==> config.mk <==
export PLATFORM = sky130hd
export DESIGN_NAME = mem_stage
export DESIGN_NICKNAME = d
export VERILOG_FILES = /design/src/rtl/mem_stage.sv
export SDC_FILE = /design/constraint.sdc
export NUM_CORES = 1
export LEC_CHECK = 0
export BUFFER_PORTS_ARGS = -buffer_cell sky130_fd_sc_hd__buf_2
export CORE_ASPECT_RATIO = 0.6
export CORE_UTILIZATION = 48
export CTS_CLUSTER_SIZE = 14
export DETAILED_ROUTE_END_ITERATION = 16
export MAX_ROUTING_LAYER = met4
export PLACE_DENSITY = 0.8
export REMOVE_ABC_BUFFERS = 1
export SYNTH_ARGS = -nofsm -noshare
export SYNTH_HDL_FRONTEND = slang
export SYNTH_SLANG_ARGS = --single-unit
export TNS_END_PERCENT = 30
==> constraint.sdc <==
create_clock -name clk -period 2.45 [get_ports clk]
set_input_delay 0.735 -clock clk [delete_from_list [all_inputs] [get_ports clk]]
set_output_delay 0.735 -clock clk [all_outputs]
set_load 0.01 [all_outputs]
==> src/rtl/mem_stage.sv <==
// mem_stage: MEM stage of a 5-stage MIPS pipeline.
//
// Consumes the EX/MEM pipeline register and produces the MEM/WB pipeline register.
// Non-memory instructions pass through with one cycle of latency. Aligned loads and
// stores are issued to data memory over a registered req/ack handshake while the
// upstream stages are stalled. Misaligned accesses and accesses that see no ack
// within TIMEOUT cycles set a sticky bus error and retire as bubbles.
//
// Ports:
//   clk, rst                      clock (rising edge), async active-low reset
//   ALUout, XM_RD, XM_RegWrite    EX/MEM result, destination and write enable
//   XM_MemRead, XM_MemWrite       load / store (both set => store)
//   XM_WD                         store data
//   dmem_rdata, dmem_ack          data memory response
//   MW_RD, MW_Data, MW_RegWrite   MEM/WB pipeline register
//   stall                         freeze PC and IF/ID, ID/EX, EX/MEM
//   dmem_req, dmem_we,
//   dmem_addr, dmem_wdata         registered data memory request
//   bus_err                       sticky error flag, cleared only by reset
module mem_stage #(
    parameter int unsigned TIMEOUT = 16,
    parameter int unsigned CW      = 5
) (
    input  logic        clk,
    input  logic        rst,
    input  logic [31:0] ALUout,
    input  logic [4:0]  XM_RD,
    input  logic        XM_RegWrite,
    input  logic        XM_MemRead,
    input  logic        XM_MemWrite,
    input  logic [31:0] XM_WD,
    input  logic [31:0] dmem_rdata,
    input  logic        dmem_ack,
    output logic [4:0]  MW_RD,
    output logic [31:0] MW_Data,
    output logic        MW_RegWrite,
    output logic        stall,
    output logic        dmem_req,
    output logic        dmem_we,
    output logic [31:0] dmem_addr,
    output logic [31:0] dmem_wdata,
    output logic        bus_err
);

    typedef enum logic [1:0] {
        StIdle = 2'd0,
        StReq  = 2'd1,
        StDone = 2'd2
    } state_e;

    state_e          r_state;
    state_e          w_state_next;
    logic [CW-1:0]   r_cnt;
    logic [4:0]      r_rd;

    logic            w_memop;
    logic            w_aligned;
    logic            w_timeout;

    assign w_memop   = XM_MemRead | XM_MemWrite;
    assign w_aligned = (ALUout[1:0] == 2'b00);
    assign w_timeout = (r_cnt == CW'(TIMEOUT - 1));

    // State register
    always_ff @(posedge clk or negedge rst) begin
        if (!rst) begin
            r_state <= StIdle;
        end else begin
            r_state <= w_state_next;
        end
    end

    // Next-state logic
    always_comb begin
        w_state_next = r_state;
        case (r_state)
            StIdle: begin
                if (w_memop) begin
                    w_state_next = w_aligned ? StReq : StDone;
                end
            end
            StReq: begin
                if (dmem_ack || w_timeout) begin
                    w_state_next = StDone;
                end
            end
            StDone:  w_state_next = StIdle;
            default: w_state_next = StIdle;
        endcase
    end

    // Stall output. Gated by reset so it drops asynchronously even while the
    // EX/MEM register still presents a memory op.
    always_comb begin
        stall = 1'b0;
        if (rst) begin
            case (r_state)
                StIdle:  stall = w_memop & w_aligned;
                StReq:   stall = 1'b1;
                default: stall = 1'b0;
            endcase
        end
    end

    // MEM/WB register, request registers, timeout counter and error flag
    always_ff @(posedge clk or negedge rst) begin
        if (!rst) begin
            MW_RD       <= '0;
            MW_Data     <= '0;
            MW_RegWrite <= 1'b0;
            dmem_req    <= 1'b0;
            dmem_we     <= 1'b0;
            dmem_addr   <= '0;
            dmem_wdata  <= '0;
            bus_err     <= 1'b0;
            r_cnt       <= '0;
            r_rd        <= '0;
        end else begin
            case (r_state)
                StIdle: begin
                    if (!w_memop) begin
                        MW_RD       <= XM_RD;
                        MW_Data     <= ALUout;
                        MW_RegWrite <= XM_RegWrite;
                    end else if (!w_aligned) begin
                        // Misaligned: no request; retire as a bubble, keep MW_Data.
                        bus_err     <= 1'b1;
                        MW_RegWrite <= 1'b0;
                        MW_RD       <= '0;
                    end else begin
                        dmem_addr   <= ALUout;
                        dmem_wdata  <= XM_WD;
                        dmem_we     <= XM_MemWrite;
                        r_rd        <= XM_RD;
                        dmem_req    <= 1'b1;
                        MW_RegWrite <= 1'b0;
                        r_cnt       <= '0;
                    end
                end
                StReq: begin
                    if (dmem_ack) begin
                        dmem_req <= 1'b0;
                        if (!dmem_we) begin
                            MW_Data     <= dmem_rdata;
                            MW_RD       <= r_rd;
                            MW_RegWrite <= 1'b1;
                        end else begin
                            MW_RegWrite <= 1'b0;
                            MW_RD       <= '0;
                        end
                    end else if (w_timeout) begin
                        dmem_req    <= 1'b0;
                        bus_err     <= 1'b1;
                        MW_RegWrite <= 1'b0;
                    end else begin
                        r_cnt <= r_cnt + CW'(1);
                    end
                end
                StDone: begin
                    MW_RegWrite <= 1'b0;
                end
                default: ;
            endcase
        end
    end

endmodule

After elaboration in Yosys (flattened, before gate mapping)
Cells that the tools add are included.
- word-level logic and storage cells: 76
- bits of input ports: 107
- output and inout bits: 106
- register bits: 117
- bitwise gates (word level): 2
- reduce and logical (&&, ||, !) cells: 13
- muxes and demuxes: 34
- equal/unequal tests: 15
- add/sub/neg operators: 1
- operator list (kind ; count):
    32-bit 2-to-1 mux ; 3
    32-bit case mux with 2 select lines ; 1
    5-bit 2-to-1 mux ; 8
    2-bit inequality test (second input constant) ; 10
    5-bit case mux with 2 select lines ; 2
    1-bit 2-to-1 mux ; 12
    5-bit AND reduction ; 2
    4-bit AND reduction ; 2
    2-bit 2-to-1 mux ; 3
    3-bit inequality test (second input constant) ; 2
    1-bit case mux with 2 select lines ; 3
    3-bit AND reduction ; 2
    5-bit by 1-bit adder with 5-bit output (second input constant) ; 1
    5-bit by 4-bit == test with 1-bit output (second input constant) ; 1
    2-bit zero test ; 2
    2-bit case mux with 2 select lines ; 1
    2-bit AND reduction ; 2
    1-bit case mux with 3 select lines ; 1
    3-bit nonzero test ; 1
    2-bit by 1-bit == test with 1-bit output (second input constant) ; 1
    2-bit == test (second input constant) ; 1
    2-bit nonzero test ; 1
    1-bit bitwise AND ; 1
    1-bit logical OR ; 1
    1-bit bitwise OR ; 1

Logic depth before layout (Yosys ltp)
- depth in word-level cells: 4
- gate-level depth with buffers: 8
- gate-level depth less buffers: 7

Least setup slack after synthesis
Ideal clock, no wire load.
- path type: input to output
- from: input port ALUout[1]
- to: output port stall
- stages: 4
- setup slack: 108 ps
- required time: 1715 ps
- arrival time: 1607 ps
- buffers on the path: 1
- cells stage by stage: nor2_2 > nand3_1 > buf_2 > a21boi_0
- word-level cells in the longest chain between the ends: 4
- ends and longest elaborated chain (what ; line ; source):
    from (decl) ; 26 ; input logic [31:0] ALUout,
    2-bit zero test ; 61 ; assign w_aligned = (ALUout[1:0] == 2'b00);
    1-bit bitwise AND ; 98 ; StIdle: stall = w_memop & w_aligned;
    1-bit case mux with 2 select lines ; 97 ; case (r_state)
    1-bit 2-to-1 mux ; 96 ; if (rst) begin
    to (decl) ; 37 ; output logic stall,
No other way between the ends.

Final worst setup path
- from: register r_state[0]
- to: output port stall
- word-level cells in the longest chain between the ends: 3
- elaborated cells between the ends (all ways): 4
- classes of those cells: eq/ne: 1; mux: 2; reduce/logical: 1
- ends and longest elaborated chain (what ; line ; source):
    from (decl) ; 51 ; state_e r_state;
    from (signal assigned) ; 67 ; r_state <= StIdle;
    from (signal assigned) ; 69 ; r_state <= w_state_next;
    2-bit by 1-bit == test with 1-bit output / 2-bit zero test (equally long branches) ; 97 ;
    1-bit case mux with 2 select lines * ; 97 ;
    1-bit 2-to-1 mux * ; 96 ;
Every way passes the cells marked *; elsewhere a longest branch is shown, timed or not.

==> results.cfg <==
[die]
start_util = 0.501
core_region_area_sq_um = 10000
die-area_sq_um = 10900
fp.dieH_um = 81.2
rows = 28
io_pins = 213
dieWidth_um = 134

[final_layout]
layout_common_cells = 211 x buf_2, 193 x nand2_1, 117 x dfrtp_1, 41 x nor2_1, 40 x a21oi_1
nets = 848
area_delta_synth_final_pct = 36.0
drive_gt1_frac = 0.362
final_core_util = 0.682
register_area_sq_um = 2930
final_common_cell = buf_2
diodes = 0
fill_cells = 784
multi_input_comb_area_sq_um = 1940

[global_route]
track_usage = 0.253
grt_max_degree = 118
grt_overflow = 0
first_global_vias = 4366
grt_pass1_wl_mm = 20.7
grt_antenna_before_repair = 0

[sta]
max_clock_freq_mhz = 437
slew_headroom = 0.533
rsz0062_at_grt = no
worst_pin_slew_ns = 0.700
fin_crit_sh = 0.934
setup_viol = 0
hold_viol_final = 0
finalClockSkew_ns = 0.00877
drv_slew = 0
period_needed_ns = 2.29

[clocking]
cts_htree_levels = 4
numCtsBuffers = 17
worstSkewPairLatency_ns = 0.40
cts_root_buffer = clkbuf_16
cts_tree = done
cts.sink_count = 117
clk_pin_slew_ns = 0.05
clockBufferDepth = 2

[synthesis]
synth_ff_type = dfrtp_1
yosysWarnings = 0
synth_top_area_frac = 0.583
syn_area_per_cell_sq_um = 9.68
synth_area_sq_um = 5020
synth_area_leaders = dfrtp_1 58%, nand2_1 14%, mux2i_1 6.8%, a21oi_1 4.0%, nor2_1 3.1%
seq_area_frac_synth = 0.583
synthDistinctLibCells = 38
synth_top_area_cell = dfrtp_1
async_flop_share = 1.00
synth_edf_count = 0
ys_seq_elements = 117
postSynthCellCount = 519

[hold_path]
min_path_type = input pin to async pin

[power_and_ir_drop]
power.density_nw_per_um2 = 1310
p_leak_uw = 0.00354
report.power.total_uw = 8950
ir_drop_v = 0.000729

[worst_setup_path]
cp.required_ns = 1.71
worst_setup_path_start_kind = register
r2r-start = r_cnt[0]$_DFFE_PN0P_
worst-path-max-fanout = 7
cp.arrival_ns = 1.55
crit_start = r_state[0]$_DFFE_PN0P_
endpoint_kind = output port
critical_path_class = register to output port
reg2regPathDepth = 7

[placement]
place.gp.congestion = 0.867
dpl.hpwl_mm = 9.17
io_buffers = 212

[job]
drv_cap = 0

[route]
drt-total-wl_mm = 13.1
wire_per_inst_um = 14.8
via_per_inst = 5.01
drtIter0Drc = 188
first_pass_iters = 5
ant_nets = 0
via_count = 4430
drc = 0

[outcome]
status = completed
-- power breakdown --
group	internal [uW]	total, uW	switching (uW)
combinational	1320	3210	1900
clock	1600	2430	833
sequential	2830	3310	481
-- cell families after synthesis --
logic type | count (synthesis) | share of synthesized area
mux | 40 | 0.0820
buf+inv | 34 | 0.0374
simple gates | 257 | 0.203
fa+ha+maj | 5 | 0.0125
flops | 117 | 0.583
compound gates | 66 | 0.0822
-- worst max-delay path, stage by stage, from the launching register on --
cell      delay (ns)
dfrtp_1         0.42
inv_1           0.14
ha_4            0.20
nand3_2         0.08
a21boi_0        0.17
buf_2           0.15
-- metrics by stage --
step	cell area [sq um]	TNS [ns]	std cells	setup slack (ns)	hold WS [ns]
2_1_floorplan	4850	-68.10	490	-1.52	0.439
3_3_place_gp	6200	0	850	0.226	0.448
3_5_place_dp	6200	0	850	0.210	0.458
4_1_cts	6800	0	882	0.0402	0.471
5_1_grt	6830	0	884	0.0175	0.488
6_report	6830	0	884	0.161	0.432
-- final cells by class --
cell class / count / area share
clock inverters: 9 / 0.0147
flip-flops and latches: 117 / 0.429
well taps: 135 / 0.0247
inverters: 5 / 0.00275
repair buffers: 227 / 0.174
clock buffers: 23 / 0.0714
multi-input cells: 368 / 0.284
-- worst paths after layout --
check | end | slack (ns)
worst min register to register | dmem_wdata[29]$_DFFE_PN0P_ | 0.47
worst min-delay path | dmem_addr[26]$_DFFE_PN0P_ | 0.43
max in group asynchronous | MW_Data[15]$_DFFE_PN0P_ | 1.54
min in group clk | dmem_wdata[29]$_DFFE_PN0P_ | 0.47
worst max register to register | r_cnt[2]$_DFFE_PN0P_ | 0.39
worst max-delay path | stall | 0.16
-- registers in the layout (all words and copies together) (netlist names) --
signal       count
r_state          2
MW_RD            5
r_rd             5
dmem_req         1
bus_err          1
dmem_wdata      32
dmem_addr       32
dmem_we          1
MW_Data         32
MW_RegWrite      1
r_cnt            5
-- per-layer routing --
| metal | share of wire | wire, um | global-route usage |
|---|---|---|---|
| met5 | 0 | 0 | - |
| met4 | 0.011 | 146 | 0.0831 |
| met3 | 0.072 | 939 | 0.0630 |
| met2 | 0.47 | 6200 | 0.415 |
| met1 | 0.44 | 5790 | 0.310 |
-- cells in the mapped netlist (2+ instances only) --
cell      count
o221ai_1      3
clkbuf_1      3
nor2_1       41
a32oi_1       4
mux2i_1      34
buf_6         4
o21ai_0       8
a21oi_1      40
ha_1          5
nand2_1     193
mux2_2        5
and3_1        2
nand3_1       6
nor3_1        2
nand3b_1      3
dfrtp_1     117
and2_1        2
inv_1         4
buf_2        21
o21a_1        3
nand2b_1      2
-- what timing repair did --
item | CTS | global route
endpoints found under the setup margin | 1 | 1
hold buffers | 0 | 0
setup buffers | 0 | 2
gates resized for setup | 1 | 2
endpoints found under the hold margin | 0 | 0
(Power assumes the default switching activity.)
